`src/rtl/rr_chan_mux_pkg.sv`:
```
// Shared constants and helpers for the rr_chan_mux channel multiplexer.
// Optional packet locking in the top is enabled with RR_CHAN_MUX_LOCK_EN.
package rr_chan_mux_pkg;

  localparam logic MODE_FIXED = 1'b0;
  localparam logic MODE_RR    = 1'b1;

  // Next channel index with wrap from n-1 back to 0.
  function automatic int unsigned next_idx(input int unsigned idx, input int unsigned n);
    return (idx + 1 >= n) ? 0 : idx + 1;
  endfunction

endpackage

```
`src/rtl/rr_arb_n.sv`:
```
// Combinational N-way round-robin arbiter: grants the first requester found
// scanning upward from i_ptr+1 (mod N). The pointer register lives in the caller.
module rr_arb_n
  import rr_chan_mux_pkg::*;
#(
  parameter int N  = 8,
  parameter int SW = $clog2(N)
) (
  input  logic [N-1:0]  i_req,
  input  logic [SW-1:0] i_ptr,
  output logic [N-1:0]  o_grant
);

  logic [SW-1:0] w_idx;
  logic          w_found;

  always_comb begin
    o_grant = '0;
    w_found = 1'b0;
    w_idx   = i_ptr;
    // The last iteration revisits i_ptr itself, so it has the lowest priority.
    for (int k = 0; k < N; k++) begin
      w_idx = SW'(next_idx(32'(w_idx), N));
      if (!w_found && i_req[w_idx]) begin
        o_grant[w_idx] = 1'b1;
        w_found        = 1'b1;
      end
    end
  end

endmodule

```
`src/rtl/rr_chan_mux.sv`:
```
// N-channel, W-bit stream multiplexer with fixed-select or round-robin arbitration
// and a registered output stage. Define RR_CHAN_MUX_LOCK_EN for packet locking.
module rr_chan_mux
  import rr_chan_mux_pkg::*;
#(
  parameter  int N  = 8,
  parameter  int W  = 8,
  localparam int SW = $clog2(N)
) (
  input  logic           clk,
  input  logic           rst,
  input  logic           mode,
  input  logic [SW-1:0]  sel,
  input  logic [N*W-1:0] in_data,
  input  logic [N-1:0]   in_valid,
  output logic [N-1:0]   in_ready,
  output logic [W-1:0]   out_data,
  output logic [SW-1:0]  out_chan,
  input  logic           out_ready,
`ifdef RR_CHAN_MUX_LOCK_EN
  input  logic [N-1:0]   in_last,
  output logic           out_last,
`endif
  output logic           out_valid
);

  // Handshake: a beat moves when valid & ready are both high at a rising edge.
  // Producers never wait on ready before raising valid; ready never waits on valid
  // except through the grant. The output beat holds until out_ready is seen high.

  logic          r_out_valid;
  logic [W-1:0]  r_out_data;
  logic [SW-1:0] r_out_chan;
  logic [SW-1:0] r_ptr;

  logic          w_load;
  logic [N-1:0]  w_rr_grant;
  logic [N-1:0]  w_fix_grant;
  logic [N-1:0]  w_grant;
  logic [SW-1:0] w_gidx;
  logic [W-1:0]  w_gdata;
  logic          w_xfer;

  // Nothing is accepted while in reset, so a producer never loses a beat to it.
  assign w_load = ~rst & (~r_out_valid | out_ready);

  rr_arb_n #(
    .N  (N),
    .SW (SW)
  ) u_arb (
    .i_req   (in_valid),
    .i_ptr   (r_ptr),
    .o_grant (w_rr_grant)
  );

  // An out-of-range sel matches no channel and so grants nothing.
  always_comb begin
    w_fix_grant = '0;
    for (int c = 0; c < N; c++) begin
      w_fix_grant[c] = (sel == SW'(c)) & in_valid[c];
    end
  end

`ifdef RR_CHAN_MUX_LOCK_EN
  logic          r_lock;
  logic [SW-1:0] r_lock_chan;
  logic          r_out_last;

  always_comb begin
    w_grant = (mode == MODE_RR) ? w_rr_grant : w_fix_grant;
    if (r_lock) begin
      w_grant              = '0;
      w_grant[r_lock_chan] = in_valid[r_lock_chan];
    end
  end
`else
  assign w_grant = (mode == MODE_RR) ? w_rr_grant : w_fix_grant;
`endif

  always_comb begin
    w_gidx  = '0;
    w_gdata = '0;
    for (int c = 0; c < N; c++) begin
      if (w_grant[c]) begin
        w_gidx  = w_gidx | SW'(c);
        w_gdata = w_gdata | in_data[c*W +: W];
      end
    end
  end

  assign in_ready = w_grant & {N{w_load}};
  assign w_xfer   = |in_ready;

  always_ff @(posedge clk) begin
    if (rst) begin
      r_out_valid <= 1'b0;
      r_out_data  <= '0;
      r_out_chan  <= '0;
      r_ptr       <= SW'(N - 1);
    end else if (w_load) begin
      if (w_xfer) begin
        r_out_valid <= 1'b1;
        r_out_data  <= w_gdata;
        r_out_chan  <= w_gidx;
        if (mode == MODE_RR) r_ptr <= w_gidx;
      end else begin
        r_out_valid <= 1'b0;
      end
    end
  end

`ifdef RR_CHAN_MUX_LOCK_EN
  always_ff @(posedge clk) begin
    if (rst) begin
      r_lock      <= 1'b0;
      r_lock_chan <= '0;
      r_out_last  <= 1'b0;
    end else if (w_xfer) begin
      r_out_last  <= in_last[w_gidx];
      r_lock      <= ~in_last[w_gidx];
      r_lock_chan <= w_gidx;
    end
  end

  assign out_last = r_out_last;
`endif

  assign out_valid = r_out_valid;
  assign out_data  = r_out_data;
  assign out_chan  = r_out_chan;

endmodule

```
`config.mk`:
```
export PLATFORM = sky130hd
export DESIGN_NAME = rr_chan_mux
export DESIGN_NICKNAME = d
export VERILOG_FILES = /design/src/rtl/rr_chan_mux_pkg.sv /design/src/rtl/rr_arb_n.sv /design/src/rtl/rr_chan_mux.sv
export SDC_FILE = /design/constraint.sdc
export NUM_CORES = 1
export LEC_CHECK = 0
export CORE_MARGIN = 5
export CORE_UTILIZATION = 51
export CTS_CLUSTER_SIZE = 10
export DETAILED_ROUTE_END_ITERATION = 6
export PLACE_DENSITY = 0.88
export SLEW_MARGIN = 30
export SYNTH_ARGS = -nofsm -noshare
export SYNTH_HDL_FRONTEND = slang
export SYNTH_HIERARCHICAL = 1
export SYNTH_SLANG_ARGS = --single-unit
```
`constraint.sdc`:
```
create_clock -name clk -period 12.6 [get_ports clk]
set_input_delay 2.52 -clock clk [delete_from_list [all_inputs] [get_ports clk]]
set_output_delay 2.52 -clock clk [all_outputs]
set_load 0.01 [all_outputs]
```
==> results by group, run 1 <==
Worst setup path
  – Reg-to-Reg End: r_ptr[0]$_SDFFE_PP1P_
  – Required time of the critical path: around 10 ns
  – Depth of the worst register-to-register path: 16
  – Crit Path Class: primary input to output port
  – CP Launch Point: in_valid[6]
  – Kind of capture point of the worst setup path: output port
  – Data arrival, critical path: ~6.3 ns
  – Startpoint type of the worst setup path: primary input
  – Source of the worst register-to-register timing path: r_ptr[0]$_SDFFE_PP1P_
  – Flop-to-flop setup slack: approximately 7 ns
  – Max FO, Critical Path: 9

Cells and area
  – Number of diodes added for antenna fixing: 0
  – Area taken by multi-input logic gates: around 2400 um^2
  – Total number of nets in the final design: 528
  – Final cell count without fillers: around 510
  – Commonest non-fill, non-tap cell in the layout: sky130_fd_sc_hd__clkdlybuf4s50_1
  – Commonest cells after routing, fill and taps aside: 98 x sky130_fd_sc_hd__clkdlybuf4s50_1, 44 x sky130_fd_sc_hd__a22oi_1, 32 x sky130_fd_sc_hd__a32oi_1, 31 x sky130_fd_sc_hd__nor2_1, 29 x sky130_fd_sc_hd__nand2_1
  – Filler Cell Count: roughly 450
  – Fraction of layout cells with a size suffix above 1: between 10% and 20%
  – Design Area, Final: slightly below 4000 um^2
  – Layout Area Growth over Synthesis: 32.29%
  – Area occupied by registers: around 300 um^2

Drt
  – Post-DR vias/cell: 7.210
  – Remaining number of nets flagged by the antenna check after routing: 0
  – First drt pass iteration count: 5
  – DRT Wirelength: approximately 11000 um
  – Vias after detailed routing: around 3700
  – Starting DRT DRC Count: 592
  – DR DRC count: 0
  – Average wire length per cell after detail routing: about 22 um

Global routing
  – Pin count of the biggest net entering global routing: 47
  – Grt total ovfl: 0
  – Global routing usage summed across all routing layers: 29.40%
  – Vias in the first global route: between 3000 and 4000
  – Antenna violations before repair: 0
  – Global-route wire length before repair: 17620 um

Timing
  – Least-Margin Pin Slew: roughly 0.99 ns
  – Worst-case setup margin in the final layout: approximately 3.8 ns
  – Setup-failing EPs final: 0
  – Fin crit period: just under 9 ns
  – Max Clock Freq: ~110 MHz
  – Final TNS setup: 0 ns
  – Relative slew margins: 33.93%
  – Skew final: around 0.0031 ns
  – Hold Slack: 0.4845 ns
  – RSZ-0062 raised after global routing: no
  – Hold violation total from the final report: 0
  – Crit share post-route: between 70% and 80%
  – Fin. max-slew vios: 0

Placed design
  – Cell count after placement: between 500 and 600
  – Worst setup slack before clock tree synthesis: 3.898 ns
  – Half-perimeter wire length after detailed placement: approximately 8700 um
  – Global placer's final weighted congestion: approximately 1.0
  – Post-detailed-placement cell area: about 3800 um^2
  – Number of buffer cells added on primary ports: 98

Logic synthesis
  – EDFF count, synth: 0
  – Proportion of register bits with asynchronous set or reset after synthesis: 0%
  – Unique cell type count in the Yosys netlist: between 60 and 70
  – Proportion of netlist area held by the largest area contributor: a little under an eighth
  – Synth Net Count: 455
  – Post-synthesis cell count: approximately 370
  – Main area contributors after synthesis: sky130_fd_sc_hd__a22oi_1 11%, sky130_fd_sc_hd__dfxtp_1 10%, sky130_fd_sc_hd__a32oi_1 9.6%
  – Register bit count reported by yosys: 15
  – Average cell area after synthesis: ~8.0 um^2
  – Mapped Area: about 2900 um^2
  – Top cell type by total area after synthesis: sky130_fd_sc_hd__a22oi_1
  – Primary FF master, synth: sky130_fd_sc_hd__dfxtp_1
  – Register area share after synthesis: about a tenth
  – Total of warnings raised by yosys: 6

Die
  – Width of the die: approximately 86 um
  – Initial Utilization: between 50% and 60%
  – Die outline height: 85.54 um
  – CORE AREA: between 5000 and 6000 um^2
  – Site Rows: 27
  – Total Die Area: between 7000 and 8000 um^2
  – I/O pin cnt: approximately 100

Min path
  – Hold_sp: out_chan[2]$_SDFFE_PP0P_
  – Worst Hold Path EP: out_chan[2]$_SDFFE_PP0P_
  – Class of the tightest hold or removal check: register to register
  – Min-Delay Path Depth: 2

Clock tree
  – Buffers from clock root to sink, at most: 2
  – Number of buffers created by CTS: 3
  – Clock transition at the registers of the reported paths: 0.06 ns
  – Post-CTS Resized: 0
  – CTS tree: yes
  – Clk sink count: 15
  – Later-pin clock latency in the skew report: roughly 0.24 ns
  – Depth of the CTS H-tree: 1
  – Total of hold buffers inserted after clock tree synthesis: 0
  – Buffer type at the clock tree root: sky130_fd_sc_hd__clkbuf_8
  – Setup Fix Bufs, Post-CTS: 0

Power and ir drop
  – Part of the power in combinational logic: roughly 87%
  – Net switching power of the design: 0.5176 mW
  – Share of power burned in registers: approximately 8.9%
  – Internal Pwr Total: between 0.4 and 0.5 mW
  – Total power density per cell area: 247.9 nW/um^2
  – Share of total power in the clock network: ~4%
  – Static leakage power: 1.423 nW
  – Maximum resistive drop on vdd: approximately 0.00025 V
  – Proportion of total power due to net switching: a little over half

Run
  – Maximum capacitance violations: 0

Outcome
  – Run status: completed
## critical path, stage by stage
cell and delay (ns):
sky130_fd_sc_hd__clkdlybuf4s50_1 0.51, sky130_fd_sc_hd__mux2i_1 0.45, sky130_fd_sc_hd__nand2_1 0.15, sky130_fd_sc_hd__o22ai_1 0.18
sky130_fd_sc_hd__nand2_1 0.14, sky130_fd_sc_hd__nor3_2 0.40, sky130_fd_sc_hd__a221oi_1 0.14, sky130_fd_sc_hd__o211ai_1 0.74
sky130_fd_sc_hd__a22oi_1 0.32, sky130_fd_sc_hd__nor2_1 0.19, sky130_fd_sc_hd__clkdlybuf4s50_1 0.56
## cells by family (layout without fill, tap and decap cells)
family / after synthesis / count (layout) / share of synthesized area (%)
compound gates: 135 / 135 / 39.77
xor+xnor: 2 / 2 / 0.6020
fa+ha+maj: 11 / 11 / 4.729
buf+inv: 41 / 113 / 7.781
flops: 15 / 15 / 10.32
mux: 24 / 24 / 10.83
simple gates: 137 / 137 / 25.97
## per-stage QoR
step,power (mW),util (%)
finish,0.9546,69.49
CTS,0.9294,69.40
detailed placement,0.8856,68.59
floorplan,0.7047,-
global placement,0.8680,68.59
global route,1.021,69.49
## worst max-delay path by stage
stage	to	depth (start not counted)
after floorplan	in_ready[4]	9
after global placement	in_ready[2]	10
after detailed placement	in_ready[2]	10
after CTS	in_ready[2]	10
after global routing	in_ready[5]	11
final	in_ready[5]	11
## metal layers
layer	up-vias	routed length [um]	track usage, %
li1	1617	-	-
met1	1672	4167	38.03
met2	327	5454	48.52
met3	54	1315	4.803
met4	0	428	11.80
met5	-	0	0
## registers in the layout (all words and copies together) (netlist names)
register   flops
out_valid      1
r_ptr          3
out_chan       3
out_data       8
## synth_stat cells, types with 3 or more instances
master and n:
sky130_fd_sc_hd__o21ai_0 4, sky130_fd_sc_hd__nand4_1 12, sky130_fd_sc_hd__mux2_2 3, sky130_fd_sc_hd__nor2_2 11, sky130_fd_sc_hd__and2_1 9, sky130_fd_sc_hd__ha_1 11
sky130_fd_sc_hd__and3b_1 3, sky130_fd_sc_hd__a31o_2 4, sky130_fd_sc_hd__a211oi_2 10, sky130_fd_sc_hd__nand2_1 29, sky130_fd_sc_hd__nand2b_1 3, sky130_fd_sc_hd__a21oi_1 4
sky130_fd_sc_hd__a32oi_1 32, sky130_fd_sc_hd__dfxtp_1 15, sky130_fd_sc_hd__mux4_2 3, sky130_fd_sc_hd__a221oi_1 4, sky130_fd_sc_hd__buf_2 3, sky130_fd_sc_hd__nand3_1 14
sky130_fd_sc_hd__and3_1 4, sky130_fd_sc_hd__a22oi_1 44, sky130_fd_sc_hd__buf_6 6, sky130_fd_sc_hd__o211ai_1 6, sky130_fd_sc_hd__nor2_1 31, sky130_fd_sc_hd__mux2i_1 15
sky130_fd_sc_hd__inv_1 7, sky130_fd_sc_hd__a31oi_1 3, sky130_fd_sc_hd__a32o_1 8, sky130_fd_sc_hd__clkbuf_1 19
## power by group through the flow
stage	Sequential, mW	Combinational, mW	Clock (mW)
2_1_floorplan	0.0913	0.613	0
5_1_grt	0.0875	0.891	0.0421
6_report	0.0848	0.832	0.0381
4_1_cts	0.0848	0.806	0.0386
3_5_place_dp	0.0853	0.800	0
3_3_place_gp	0.0841	0.784	0
## area by class of cell
type                    count  share of cell area, %
multi-input cells         309                  61.91
repair buffers            101                  26.00
clock buffers               4                  1.170
inverters                   8                 0.7800
flip-flops and latches     15                  7.800
well taps                  72                  2.340
Note: power is estimated with default switching activity, not from simulation.
==> run 2: changes to the inputs <==
CORE_UTILIZATION = 47   (was 51)
PLACE_DENSITY = 0.82   (was 0.88)
clock period = 8.13 ns   (was 12.6 ns; I/O delays follow)
==> run 2 against run 1 <==
Final cell count increased by 0.39%. Register-to-register slack got worse by 4.3 ns. Sequential power increased by 57%. Sequential share of layout area about the same. Final area about the same. Setup slack got worse by 2.7 ns. Clock power increased by 58%. Power increased by 55%. Critical path depth decreased by 1. Global-route usage decreased by 1.1 points. First-iteration DRC count decreased by 8.6%.
==> results by group, run 2 (same netlist as run 1, synthesis figures left out) <==
Die
  – Total Die Area: ~7900 um^2
  – Initial Utilization: between 40 and 50%
  – Site Rows: 28
  – Width of the die: 88.69 um
  – Die outline height: roughly 89 um
  – CORE AREA: ~6000 um^2
  – I/O pin cnt: between 90 and 100

Global routing
  – Global-route wire length before repair: 17780 um
  – Vias in the first global route: roughly 3600
  – Pin count of the biggest net entering global routing: between 40 and 50
  – Antenna violations before repair: 0
  – Global routing usage summed across all routing layers: between 20% and 30%
  – Grt total ovfl: 0

Timing
  – RSZ-0062 raised after global routing: no
  – Fin crit period: 7.089 ns
  – Final TNS setup: 0 ns
  – Crit share post-route: between 80 and 90%
  – Least-Margin Pin Slew: roughly 1.1 ns
  – Relative slew margins: about a quarter
  – Fin. max-slew vios: 0
  – Setup-failing EPs final: 0
  – Hold violation total from the final report: 0
  – Worst-case setup margin in the final layout: 1.041 ns
  – Skew final: roughly 0.0036 ns
  – Max Clock Freq: about 140 MHz

Placed design
  – Cell count after placement: 507
  – Worst setup slack before clock tree synthesis: between 1 and 1.5 ns
  – Half-perimeter wire length after detailed placement: between 8000 and 9000 um
  – Number of buffer cells added on primary ports: 98
  – Global placer's final weighted congestion: about 0.98

Cells and area
  – Largest register FFs: 8
  – Total number of nets in the final design: between 500 and 600
  – Layout Area Growth over Synthesis: 32.24%
  – Commonest cells after routing, fill and taps aside: 98 x sky130_fd_sc_hd__clkdlybuf4s50_1, 44 x sky130_fd_sc_hd__a22oi_1, 32 x sky130_fd_sc_hd__a32oi_1, 31 x sky130_fd_sc_hd__nor2_1, 29 x sky130_fd_sc_hd__nand2_1
  – Final cell count without fillers: a little over 500
  – Number of diodes added for antenna fixing: 0
  – Commonest non-fill, non-tap cell in the layout: sky130_fd_sc_hd__clkdlybuf4s50_1
  – Fraction of layout cells with a size suffix above 1: between 10% and 20%

Outcome
  – Run status: completed

Clock tree
  – Later-pin clock latency in the skew report: 0.25 ns
  – Clock transition at the registers of the reported paths: around 0.060 ns
  – Buffers from clock root to sink, at most: 2
  – Buffer type at the clock tree root: sky130_fd_sc_hd__clkbuf_8
  – Setup Fix Bufs, Post-CTS: 0
  – Clk sink count: 15
  – Post-CTS Resized: 0
  – Number of buffers created by CTS: 3
  – CTS tree: yes
  – Depth of the CTS H-tree: 1
  – Total of hold buffers inserted after clock tree synthesis: 0

Worst setup path
  – Data arrival, critical path: around 5.5 ns
  – Crit Path Class: primary input to output port
  – Required time of the critical path: ~6.5 ns
  – Kind of capture point of the worst setup path: output port
  – Setup crit end: in_ready[7]
  – Source of the worst register-to-register timing path: r_ptr[1]$_SDFFE_PP1P_
  – CP Launch Point: in_valid[2]
  – Reg-to-Reg End: r_ptr[2]$_SDFFE_PP1P_
  – Flop-to-flop setup slack: about 2.6 ns
  – Depth of the worst register-to-register path: 15
  – Startpoint type of the worst setup path: primary input
  – Max FO, Critical Path: 10

Drt
  – Average wire length per cell after detail routing: approximately 23 um
  – Vias after detailed routing: around 3600
  – DRT Wirelength: 11600 um
  – DR DRC count: 0
  – Post-DR vias/cell: about 7.1
  – Remaining number of nets flagged by the antenna check after routing: 0
  – First drt pass iteration count: 7
  – Starting DRT DRC Count: ~540

Min path
  – Class of the tightest hold or removal check: register to register

Power and ir drop
  – Power Total: between 1 and 1.5 mW
  – Total power density per cell area: about 380 nW/um^2
  – Maximum resistive drop on vdd: ~0.00031 V
  – Static leakage power: between 1 and 1.5 nW

Run
  – Maximum capacitance violations: 0
==> run 2: cell types whose count changed in the layout (fill, tap and decap cells not counted) <==
cell / before / now
sky130_fd_sc_hd__buf_2: 1 / 0
==> run 2: power by group <==
part,leakage [nW],switching (mW),internal [mW]
clock,0.0228,0.0254,0.0347
combinational,1.27,0.756,0.532
sequential,0.124,0.0264,0.107
total,1.42,0.808,0.674
==> run 2: critical path: stages <==
cell and delay, ns:
sky130_fd_sc_hd__clkdlybuf4s50_1 0.54, sky130_fd_sc_hd__mux4_1 0.56, sky130_fd_sc_hd__mux2_2 0.31, sky130_fd_sc_hd__nor2b_2 0.25, sky130_fd_sc_hd__a32oi_1 0.16, sky130_fd_sc_hd__a21boi_0 0.15
sky130_fd_sc_hd__o211ai_1 0.90, sky130_fd_sc_hd__a32oi_1 0.23, sky130_fd_sc_hd__nor2_1 0.18, sky130_fd_sc_hd__clkdlybuf4s50_1 0.55
==> run 2: area by class of cell <==
| class | count | area (um^2) |
|---|---|---|
| clock buffers | 4 | 45.04 |
| inverters | 8 | 30.03 |
| well taps | 75 | 93.84 |
| repair buffers | 100 | 996.0 |
| multi-input cells | 309 | 2384 |
| flip-flops and latches | 15 | 300.3 |
| fillers | 520 | 2107 |
==> run 2: worst min-delay path by stage <==
stage | from | to | slack, ns | cells after the start
finish | out_chan[2]$_SDFFE_PP0P_ | out_chan[2]$_SDFFE_PP0P_ | 0.52 | 2
global route | out_data[0]$_SDFFE_PP0P_ | out_data[0]$_SDFFE_PP0P_ | 0.54 | 2
CTS | out_chan[2]$_SDFFE_PP0P_ | out_chan[2]$_SDFFE_PP0P_ | 0.52 | 2
detailed placement | out_chan[2]$_SDFFE_PP0P_ | out_chan[2]$_SDFFE_PP0P_ | 0.50 | 2
global placement | out_chan[2]$_SDFFE_PP0P_ | out_chan[2]$_SDFFE_PP0P_ | 0.46 | 2
floorplan | out_chan[2]$_SDFFE_PP0P_ | out_chan[2]$_SDFFE_PP0P_ | 0.50 | 2
==> run 2: through the flow <==
| stage | utilization, % | cell area (um^2) | hold slack, ns |
|---|---|---|---|
| after CTS | 64.62 | 3849 | 0.5187 |
| after floorplan | - | 2910 | 0.4964 |
| after global placement | 63.87 | 3804 | 0.4629 |
| after global routing | 64.62 | 3849 | 0.5407 |
| after detailed placement | 63.87 | 3804 | 0.5037 |
| final | 64.62 | 3849 | 0.5166 |
==> run 2: layer usage <==
| layer | part of all wire (%) | vias to the layer above | wire (um) | global-route usage [%] |
|---|---|---|---|---|
| li1 | - | 1613 | - | - |
| met1 | 37 | 1666 | 4238 | 35.00 |
| met2 | 47 | 307 | 5498 | 45.61 |
| met3 | 13 | 48 | 1488 | 7.356 |
| met4 | 3.2 | 0 | 369 | 13.19 |
| met5 | 0 | - | 0 | 0 |
